$ cat src/rtl/hough_peak_finder_if.sv
// -----------------------------------------------------------------------------
// hough_peak_finder_if
// Bundles the control handshake, the accumulator memory ports and the result
// outputs of hough_peak_finder.
//   slave  : the peak finder side (drives done/busy/acc_* addresses/results)
//   master : the controller/memory side (drives start, clear_en, threshold,
//            and returns acc_rdata one cycle after acc_raddr)
// Signals:
//   start, clear_en, threshold   scan request and per-scan settings
//   done, busy                   scan status
//   acc_raddr / acc_rdata        accumulator read port {angle_idx[5:0], r_idx[10:0]}
//   acc_we / acc_waddr / acc_wdata  accumulator clear-on-read write port
//   peak_r, peak_angle, peak_votes, peak_valid, over_count  scan results
// -----------------------------------------------------------------------------
interface hough_peak_finder_if;
  logic               start;
  logic               done;
  logic               busy;
  logic               clear_en;
  logic [15:0]        threshold;
  logic [16:0]        acc_raddr;
  logic [15:0]        acc_rdata;
  logic               acc_we;
  logic [16:0]        acc_waddr;
  logic [15:0]        acc_wdata;
  logic signed [12:0] peak_r;
  logic [7:0]         peak_angle;
  logic [15:0]        peak_votes;
  logic               peak_valid;
  logic [15:0]        over_count;

  modport slave (
    input  start, clear_en, threshold, acc_rdata,
    output done, busy, acc_raddr, acc_we, acc_waddr, acc_wdata,
           peak_r, peak_angle, peak_votes, peak_valid, over_count
  );

  modport master (
    output start, clear_en, threshold, acc_rdata,
    input  done, busy, acc_raddr, acc_we, acc_waddr, acc_wdata,
           peak_r, peak_angle, peak_votes, peak_valid, over_count
  );
endinterface

$ cat src/rtl/hough_peak_finder.sv
// -----------------------------------------------------------------------------
// hough_peak_finder
// Scans a Hough accumulator (N_ANGLES x R_BINS vote counters) one bin per
// cycle, tracks the strongest bin and counts bins at or above a threshold.
// Optionally zeroes every bin as it is read so the accumulator is ready for
// the next frame.
// Ports:
//   clk    single clock, rising edge
//   reset  asynchronous, active-high; clears all state
//   bus    hough_peak_finder_if.slave (handshake, memory ports, results)
// Timing: start accepted at edge 0, address k (1-based) presented in cycle k,
// its data consumed in cycle k+1, done pulses in cycle R_BINS*N_ANGLES+2.
// -----------------------------------------------------------------------------
module hough_peak_finder #(
  parameter int R_BINS     = 1440,
  parameter int R_OFFSET   = 640,
  parameter int N_ANGLES   = 45,
  parameter int ANGLE_STEP = 4
) (
  input  logic                clk,
  input  logic                reset,
  hough_peak_finder_if.slave  bus
);

  localparam logic [10:0] R_LAST = 11'(R_BINS - 1);
  localparam logic [5:0]  A_LAST = 6'(N_ANGLES - 1);

  typedef enum logic [1:0] {
    IDLE  = 2'd0,
    SCAN  = 2'd1,
    DRAIN = 2'd2
  } state_t;

  state_t             state_q;
  logic               busy_q;
  logic               done_q;
  logic [15:0]        thr_q;
  logic               clr_q;

  // Scan position counters (next address to issue)
  logic [10:0]        r_cnt_q;
  logic [5:0]         ang_cnt_q;

  // Stage 0: issued read address and its valid flag
  logic [16:0]        raddr_p0_q;
  logic               vld_p0_q;

  // Stage 1: address copy aligned with acc_rdata
  logic [16:0]        addr_p1_q;
  logic               vld_p1_q;
  logic               we_p1_q;

  // Running best and threshold count
  logic [15:0]        best_votes_q, best_votes_d;
  logic [10:0]        best_r_q,     best_r_d;
  logic [5:0]         best_ang_q,   best_ang_d;
  logic [15:0]        over_q,       over_d;

  // Published results
  logic signed [12:0] peak_r_q;
  logic [7:0]         peak_angle_q;
  logic [15:0]        peak_votes_q;
  logic               peak_valid_q;
  logic [15:0]        over_count_q;

  function automatic logic [15:0] sat_inc(input logic [15:0] v);
    return (v == 16'hFFFF) ? v : v + 16'd1;
  endfunction

  function automatic logic signed [12:0] bin_to_r(input logic [10:0] r_idx);
    logic signed [12:0] r_s;
    r_s = signed'({2'b00, r_idx});
    return r_s - signed'(13'(R_OFFSET));
  endfunction

  function automatic logic [7:0] bin_to_angle(input logic [5:0] a_idx);
    logic [13:0] prod;
    prod = 14'(a_idx) * 14'(ANGLE_STEP);
    return prod[7:0];
  endfunction

  // Stage 1 -> best/count update: strictly-greater keeps the earliest bin on ties
  always_comb begin
    best_votes_d = best_votes_q;
    best_r_d     = best_r_q;
    best_ang_d   = best_ang_q;
    over_d       = over_q;
    if (vld_p1_q) begin
      if (bus.acc_rdata > best_votes_q) begin
        best_votes_d = bus.acc_rdata;
        best_r_d     = addr_p1_q[10:0];
        best_ang_d   = addr_p1_q[16:11];
      end
      if (bus.acc_rdata >= thr_q) begin
        over_d = sat_inc(over_q);
      end
    end
  end

  always_ff @(posedge clk or posedge reset) begin
    if (reset) begin
      state_q      <= IDLE;
      busy_q       <= 1'b0;
      done_q       <= 1'b0;
      thr_q        <= '0;
      clr_q        <= 1'b0;
      r_cnt_q      <= '0;
      ang_cnt_q    <= '0;
      raddr_p0_q   <= '0;
      vld_p0_q     <= 1'b0;
      addr_p1_q    <= '0;
      vld_p1_q     <= 1'b0;
      we_p1_q      <= 1'b0;
      best_votes_q <= '0;
      best_r_q     <= '0;
      best_ang_q   <= '0;
      over_q       <= '0;
      peak_r_q     <= '0;
      peak_angle_q <= '0;
      peak_votes_q <= '0;
      peak_valid_q <= 1'b0;
      over_count_q <= '0;
    end else begin
      done_q <= 1'b0;

      // Stage 0 -> stage 1: delayed address doubles as the clear write address
      addr_p1_q <= raddr_p0_q;
      vld_p1_q  <= vld_p0_q;
      we_p1_q   <= vld_p0_q & clr_q;

      case (state_q)
        IDLE: begin
          vld_p0_q <= 1'b0;
          if (bus.start) begin
            state_q      <= SCAN;
            busy_q       <= 1'b1;
            thr_q        <= bus.threshold;
            clr_q        <= bus.clear_en;
            r_cnt_q      <= '0;
            ang_cnt_q    <= '0;
            best_votes_q <= '0;
            best_r_q     <= '0;
            best_ang_q   <= '0;
            over_q       <= '0;
          end
        end

        SCAN: begin
          raddr_p0_q   <= {ang_cnt_q, r_cnt_q};
          vld_p0_q     <= 1'b1;
          best_votes_q <= best_votes_d;
          best_r_q     <= best_r_d;
          best_ang_q   <= best_ang_d;
          over_q       <= over_d;
          if (r_cnt_q == R_LAST) begin
            r_cnt_q <= '0;
            if (ang_cnt_q == A_LAST) begin
              state_q <= DRAIN;
            end else begin
              ang_cnt_q <= ang_cnt_q + 6'd1;
            end
          end else begin
            r_cnt_q <= r_cnt_q + 11'd1;
          end
        end

        DRAIN: begin
          vld_p0_q     <= 1'b0;
          best_votes_q <= best_votes_d;
          best_r_q     <= best_r_d;
          best_ang_q   <= best_ang_d;
          over_q       <= over_d;
          // With stage 0 empty, the bin now in stage 1 is the last one; fold
          // it straight into the published results.
          if (!vld_p0_q) begin
            state_q      <= IDLE;
            busy_q       <= 1'b0;
            done_q       <= 1'b1;
            peak_r_q     <= bin_to_r(best_r_d);
            peak_angle_q <= bin_to_angle(best_ang_d);
            peak_votes_q <= best_votes_d;
            peak_valid_q <= (best_votes_d >= thr_q) && (best_votes_d != 16'd0);
            over_count_q <= over_d;
          end
        end

        default: begin
          state_q  <= IDLE;
          busy_q   <= 1'b0;
          vld_p0_q <= 1'b0;
        end
      endcase
    end
  end

  assign bus.done       = done_q;
  assign bus.busy       = busy_q;
  assign bus.acc_raddr  = raddr_p0_q;
  assign bus.acc_we     = we_p1_q;
  assign bus.acc_waddr  = addr_p1_q;
  assign bus.acc_wdata  = 16'd0;
  assign bus.peak_r     = peak_r_q;
  assign bus.peak_angle = peak_angle_q;
  assign bus.peak_votes = peak_votes_q;
  assign bus.peak_valid = peak_valid_q;
  assign bus.over_count = over_count_q;

endmodule
$ cat src/flat_wrapper.sv
// flat-port wrapper written by rule: the top's interface ports become plain ports
module hough_peak_finder_flat 
#(
  parameter int R_BINS     = 1440,
  parameter int R_OFFSET   = 640,
  parameter int N_ANGLES   = 45,
  parameter int ANGLE_STEP = 4
)
  (clk, reset, bus_start, bus_clear_en, bus_threshold, bus_acc_rdata, bus_done, bus_busy, bus_acc_raddr, bus_acc_we, bus_acc_waddr, bus_acc_wdata, bus_peak_r, bus_peak_angle, bus_peak_votes, bus_peak_valid, bus_over_count);
  hough_peak_finder_if bus_i ();
  input  logic clk;
  input  logic reset;
  input wire logic [$bits(bus_i.start)-1:0] bus_start;
  input wire logic [$bits(bus_i.clear_en)-1:0] bus_clear_en;
  input wire logic [$bits(bus_i.threshold)-1:0] bus_threshold;
  input wire logic [$bits(bus_i.acc_rdata)-1:0] bus_acc_rdata;
  output wire logic [$bits(bus_i.done)-1:0] bus_done;
  output wire logic [$bits(bus_i.busy)-1:0] bus_busy;
  output wire logic [$bits(bus_i.acc_raddr)-1:0] bus_acc_raddr;
  output wire logic [$bits(bus_i.acc_we)-1:0] bus_acc_we;
  output wire logic [$bits(bus_i.acc_waddr)-1:0] bus_acc_waddr;
  output wire logic [$bits(bus_i.acc_wdata)-1:0] bus_acc_wdata;
  output wire logic [$bits(bus_i.peak_r)-1:0] bus_peak_r;
  output wire logic [$bits(bus_i.peak_angle)-1:0] bus_peak_angle;
  output wire logic [$bits(bus_i.peak_votes)-1:0] bus_peak_votes;
  output wire logic [$bits(bus_i.peak_valid)-1:0] bus_peak_valid;
  output wire logic [$bits(bus_i.over_count)-1:0] bus_over_count;
  assign bus_i.start = bus_start;
  assign bus_i.clear_en = bus_clear_en;
  assign bus_i.threshold = bus_threshold;
  assign bus_i.acc_rdata = bus_acc_rdata;
  assign bus_done = bus_i.done;
  assign bus_busy = bus_i.busy;
  assign bus_acc_raddr = bus_i.acc_raddr;
  assign bus_acc_we = bus_i.acc_we;
  assign bus_acc_waddr = bus_i.acc_waddr;
  assign bus_acc_wdata = bus_i.acc_wdata;
  assign bus_peak_r = bus_i.peak_r;
  assign bus_peak_angle = bus_i.peak_angle;
  assign bus_peak_votes = bus_i.peak_votes;
  assign bus_peak_valid = bus_i.peak_valid;
  assign bus_over_count = bus_i.over_count;
  hough_peak_finder #(.R_BINS(R_BINS), .R_OFFSET(R_OFFSET), .N_ANGLES(N_ANGLES), .ANGLE_STEP(ANGLE_STEP)) u_core (.clk(clk), .reset(reset), .bus(bus_i));
endmodule
$ cat config.mk
export PLATFORM = sky130hd
export DESIGN_NAME = hough_peak_finder_flat
export DESIGN_NICKNAME = d
export VERILOG_FILES = /design/src/rtl/hough_peak_finder_if.sv /design/src/rtl/hough_peak_finder.sv /design/src/flat_wrapper.sv
export SDC_FILE = /design/constraint.sdc
export NUM_CORES = 1
export LEC_CHECK = 0
export CAP_MARGIN = 10
export CORE_ASPECT_RATIO = 1.2
export CORE_MARGIN = 10
export CORE_UTILIZATION = 49
export DETAILED_ROUTE_END_ITERATION = 7
export GPL_TIMING_DRIVEN = 0
export PLACE_DENSITY = 0.86
export SYNTH_ARGS = -nofsm -noshare
export SYNTH_HDL_FRONTEND = slang
export SYNTH_SLANG_ARGS = --single-unit
$ cat constraint.sdc
create_clock -name clk -period 6.25 [get_ports clk]
set_input_delay 1.25 -clock clk [delete_from_list [all_inputs] [get_ports clk]]
set_output_delay 1.25 -clock clk [all_outputs]
set_load 0.005 [all_outputs]
After elaboration in Yosys (flattened, before gate mapping)
Index checks and enable logic that the tools add are counted.

Flip-flop bits (word level): 176. Input port bits: 36. Output and inout bits: 107. Logic and storage cells: 86.

$add $sub $neg: 4. Magnitude comparators: 3. Equality and inequality tests: 10. Multiplexer cells: 32. Bitwise logic cells: 3. Reductions and logical operators: 13.

Operators with widths (number): $mux 16 (6); $pmux 16 s2 (2); $mux 11 (4); $pmux 11 s2 (2); $ge 16x16->1 (2); $mux 6 (5); $pmux 6 s2 (2); $add 16x1->16 const B (1); $eq 16x16->1 const B (1); $gt 16x16->1 (1); $reduce_bool 16->1 (1); $sub 11x10->12 const B (1); $add 11x1->11 const B (1); $eq 11x11->1 const B (1); $mux 2 (4); $reduce_and 2->1 (4); $reduce_and 4->1 (2); $add 6x1->6 const B (1); $eq 6x6->1 const B (1); $ne 2x2->1 const B (3); $pmux 2 s3 (1); $mux 1 (5); $ne 2x1->1 const B (2); $reduce_bool 2->1 (2); other kinds (9) (10).

Longest topological paths before layout
Word-level depth: 5. Mapped depth: 15. Mapped depth without buffers: 14.

Worst setup path after synthesis
Ideal clock, no wire load.

Path type: in2reg. From: input port bus_acc_rdata[15]. To: register u_core.peak_valid_q, in the netlist u_core.bus.peak_valid. Library setup time: 0.087 ns. Arrival time: 4.312 ns. Setup slack: 1.851 ns. Stages: 13. Path buffers: 1. Cell sequence: ha_1 -> nand4_1 -> or4_1 -> a21o_1 -> a31oi_4 -> buf_6 -> mux2_2 -> ha_1 -> nand2_1 -> or3_1 -> a31oi_1 -> nor3_1 -> a22oi_1.

Word-level cells in the longest chain between the ends: 5. Elaborated cells on any way between the ends: 6. Classes of those cells: order compare (2); mux (2); reduce/logical (2).

RTL lines: from (decl) (line flat_wrapper.sv:16) `input wire logic [$bits(bus_i.acc_rdata)-1:0] bus_acc_rdata;`; $gt 16x16->1 * (line hough_peak_finder.sv:89) `if (bus.acc_rdata > best_votes_q) begin`; $mux 16 * (line hough_peak_finder.sv:89); $mux 16 * (line hough_peak_finder.sv:88) `if (vld_p1_q) begin`; net u_core.best_votes_d[9] (line hough_peak_finder.sv:54) `logic [15:0] best_votes_q, best_votes_d;`; $ge 16x16->1 or $reduce_bool 16->1 (tied branches) (line hough_peak_finder.sv:182) `peak_valid_q <= (best_votes_d >= thr_q) && (best_votes_d != 16'd0);`; $logic_and 1x1->1 * (line hough_peak_finder.sv:182); to (signal assigned) (line hough_peak_finder.sv:182); to (decl) (line hough_peak_finder.sv:63) `logic peak_valid_q;`.

The timed path passes the listed nets; every way through them passes the cells marked *. A chain may end at the register's enable or synchronous reset.

Worst setup path after layout
Same ends and word-level chain as after synthesis.

==> results.json <==
{
  "globalplace.congestion": 0.915,
  "grt_util_all_layers_pct": 20.9,
  "ys_dominant_reg_cell": "dfrtp_1",
  "crit-reg2reg-launch": "u_core.best_votes_q[10]",
  "ff2ff_path_depth": 14,
  "initial_util_pct": 49.7,
  "wl_per_cell_um": 20.3,
  "worst_slew_margin_rel_pct": 40.1,
  "final_cell_area_excluding_filler_cells_mm2": 0.0112,
  "cts-root-buf": "clkbuf_16",
  "route.final.wire_length_mm": 25.1,
  "hold_buf_cts": 0,
  "iteration_0_drc_count_of_the_detailed_router": 544,
  "area_growth_syn_to_layout_pct": 24.9,
  "clk_pin_slew_worst_paths_ns": 0.08,
  "grt_remaining_overflow": 0,
  "final.setup_skew_ns": 0.0128,
  "critical_path.cell_chain": "clkdlybuf4s50_1 -> ha_1 -> nand4_1 -> or4_1 -> a21o_1 -> a31oi_4 -> buf_6 -> mux2_2 -> ha_1 -> nand2_1 -> or3_1 -> a31oi_1 -> nor3_1 -> a22oi_1",
  "post_cts_resize_count": 0,
  "hold-path-cell-count": 0,
  "max-clock-path-buffers": 2,
  "levels_on_crit_path": 14,
  "report.final.hold_viol_count": 0,
  "clock_buffers_created_by_tritoncts": 17,
  "grt_setup_unrepaired": "false",
  "start_kind": "primary input",
  "yosysMostFrequentCell": "dfrtp_1",
  "synthDominantCellAreaShare_pct": 48.7,
  "post_route_cells_drive_above_1_share_pct": 13.2,
  "clk_lat_worst_skew_ns": 0.44,
  "synth_cell_types": 60,
  "area_occupied_by_multi_input_gates_mm2": 0.00418,
  "cp_data_required_time_ns": 6.61,
  "achievable-frequency_mhz": 190,
  "initial_antenna_violation_count": 0,
  "setup.reg_to_reg.worst_slack_ns": 1.96,
  "syn_avg_cell_area_um2": 10.7,
  "setup.worst_path.end": "u_core.bus.peak_valid",
  "critical_path_slowest_stage_cell": "or4_1",
  "filler_cell_count": 1412,
  "postSynthCellCount": 838,
  "floorplan.die_area_mm2": 0.0242,
  "worst-endpoint-arrival_ns": 5.64,
  "nNetsFinal": 1091,
  "cpMostUsedCell": "ha_1",
  "finalPower_mw": 4.19,
  "die_height_um": 168,
  "max-cap-violations": 0,
  "tightestPinTransition_ns": 0.892,
  "global_route_wire_length_before_repair_mm": 40.2,
  "via_per_inst": 5.95,
  "timing.final.max_slew_violations": 0,
  "synth_seq_cells": 175,
  "cts_tree": "yes",
  "dr.pass1.iters": 5,
  "asyncSetResetFlopFracSynth_pct": 100,
  "power_per_cell_area_mw_per_mm2": 373,
  "synth_seq_area_share_pct": 48.7,
  "grt_max_degree": 98,
  "core_mm2": 0.0181,
  "buffer_ports.inserted": 124,
  "critical_path.max_stage_delay_ns": 0.60,
  "htreeDepth": 4,
  "synthDominantAreaCellType": "dfrtp_1",
  "first_global_vias": 7590,
  "synthTopCellsByCount": "dfrtp_1, nand2_1, mux2_2",
  "critical_path_peak_fanout": 10,
  "summed_instance_area_of_the_synthesized_netlist_mm2": 0.00900,
  "report.final.setup_viol": 0,
  "clock_tree_sinks": 175,
  "fp-row-count": 54,
  "regArea_mm2": 0.00438,
  "final_antenna_net_count": 0,
  "max-vdd-ir-drop_mv": 0.206,
  "timing.rr.end": "u_core.bus.peak_valid",
  "status": "complete, no violations",
  "period_needed_ns": 5.28,
  "drc": 0,
  "placedInstanceArea_mm2": 0.0106,
  "cts_post_setup_buffers_inserted": 0,
  "crit_family": "simple AND/OR/NAND/NOR gates",
  "endpoint_kind_of_the_worst_setup_timing_path": "flop",
  "yosys_warnings": 0,
  "post-dp-hpwl_mm": 18.3,
  "diodes": 0,
  "die-width_um": 144,
  "synth_edf_count": 0,
  "leakagePower_nw": 5.06,
  "via_count": 7360,
  "yosys-top-cells-area": "dfrtp_1, mux2_2, ha_1",
  "min_period_over_period_pct": 84.4,
  "io-pin-count": 143,
  "timing.critical_path.from": "bus_acc_rdata[15]",
  "holdCritPathClass": "flop to flop",
  "timing_worst_setup_path_type": "primary input to flop",
  "hold-worst-slack_ns": 0.400,
  "critical_path_buf_inv_count": 2
}
final cells by class:
cell class | count | area share (%)
Clock inverter | 13 | 1.48
Sequential cell | 175 | 39.0
Inverter | 47 | 1.64
Tap cell | 224 | 2.49
Buffer | 57 | 2.89
Timing Repair Buffer | 125 | 11.3
Clock buffer | 19 | 4.03
Multi-Input combinational cell | 576 | 37.2
power by group:
group	internal, mW	total [mW]	switching (mW)
Clock	0.596	1.10	0.507
Sequential	1.32	1.49	0.171
Combinational	0.676	1.59	0.919
how the worst min path moves through the flow:
| stage | startpoint | to |
|---|---|---|
| final | u_core.bus.acc_raddr[6] | u_core.bus.acc_waddr[6] |
| after detailed placement | u_core.bus.acc_raddr[6] | u_core.bus.acc_waddr[6] |
| after global routing | u_core.bus.acc_raddr[6] | u_core.bus.acc_waddr[6] |
| after floorplan | u_core.bus.acc_raddr[0] | u_core.bus.acc_waddr[0] |
| after CTS | u_core.bus.acc_raddr[6] | u_core.bus.acc_waddr[6] |
| after global placement | u_core.bus.acc_raddr[6] | u_core.bus.acc_waddr[6] |
worst reg2reg max path: stages (launching register included):
cell	delay (ns)
dfrtp_1	0.41
inv_1	0.06
ha_1	0.32
nand4_1	0.13
or4_1	0.58
a21o_1	0.24
a31oi_4	0.39
buf_6	0.23
mux2_2	0.37
ha_1	0.30
nand2_1	0.05
or3_1	0.41
a31oi_1	0.38
nor3_1	0.14
a22oi_1	0.20
registers in the layout, summed over array words and instances, names as in the netlist, 2 cells and up:
name                   count
u_core.bus.acc_waddr      17
u_core.bus.peak_angle      6
u_core.thr_q              16
u_core.bus.over_count     16
u_core.best_votes_q       16
u_core.r_cnt_q            11
u_core.over_q             16
u_core.state_q             2
u_core.best_ang_q          6
u_core.bus.peak_r         12
u_core.bus.acc_raddr      17
u_core.best_r_q           11
u_core.bus.peak_votes     16
u_core.ang_cnt_q           6
cells by family after synthesis:
| group | synth area share, % |
|---|---|
| AOI/OAI and AO/OA | 14.7 |
| DFF | 48.7 |
| adders and majority gates | 7.78 |
| other | 0.0417 |
| muxes | 10.1 |
| buffers and inverters | 5.57 |
| xor gates and xnor gates | 0.973 |
| and+or+nand+nor | 12.1 |
placed cells by master (no fill, tap or decap), types with 4 or more instances in the layout:
master | synthesis | final
dfrtp_1 | 175 | 175
clkdlybuf4s50_1 | 0 | 124
nand2_1 | 70 | 70
mux2_2 | 65 | 65
ha_1 | 56 | 56
inv_1 | 47 | 46
nor2_1 | 41 | 41
o21ai_0 | 35 | 35
a22o_1 | 34 | 34
clkbuf_1 | 26 | 26
a21oi_1 | 24 | 24
buf_4 | 22 | 22
nand3_1 | 20 | 20
nand4_1 | 19 | 19
a31oi_1 | 19 | 19
mux2i_1 | 18 | 18
conb_1 | 1 | 18
clkbuf_16 | 0 | 17
o211ai_1 | 12 | 12
or4_1 | 12 | 12
o21ai_1 | 12 | 12
o31ai_1 | 11 | 11
nor4_1 | 10 | 10
and3_1 | 9 | 9
or3_1 | 9 | 9
and2_1 | 8 | 8
nor3_1 | 7 | 7
xor2_1 | 7 | 7
o41ai_1 | 6 | 6
buf_2 | 5 | 5
o31a_1 | 5 | 5
inv_8 | 0 | 5
nand2b_1 | 4 | 4
o311ai_0 | 4 | 4
metrics by stage:
stage / setup slack [ns] / utilization (%) / setup TNS (ns) / cells
3_5_place_dp: 0.620 / 58.7 / 0 / 1204
2_1_floorplan: 0.255 / - / 0 / 855
3_3_place_gp: -1.96 / 58.5 / -341.83 / 1203
4_1_cts: 1.06 / 62.1 / 0 / 1236
5_1_grt: 0.827 / 62.1 / 0 / 1236
6_report: 0.974 / 62.1 / 0 / 1236
routing by layer:
| metal | vias to the layer above | wire length [µm] | track usage [%] | part of all wire (%) |
|---|---|---|---|---|
| met5 | - | 0 | 0 | 0 |
| met4 | 0 | 991 | 10.2 | 4.0 |
| met3 | 62 | 1790 | 5.38 | 7.1 |
| met2 | 291 | 12700 | 36.0 | 51 |
| met1 | 3633 | 9570 | 23.5 | 38 |
| li1 | 3374 | - | - | - |
Note: power is estimated with default switching activity, not from simulation.
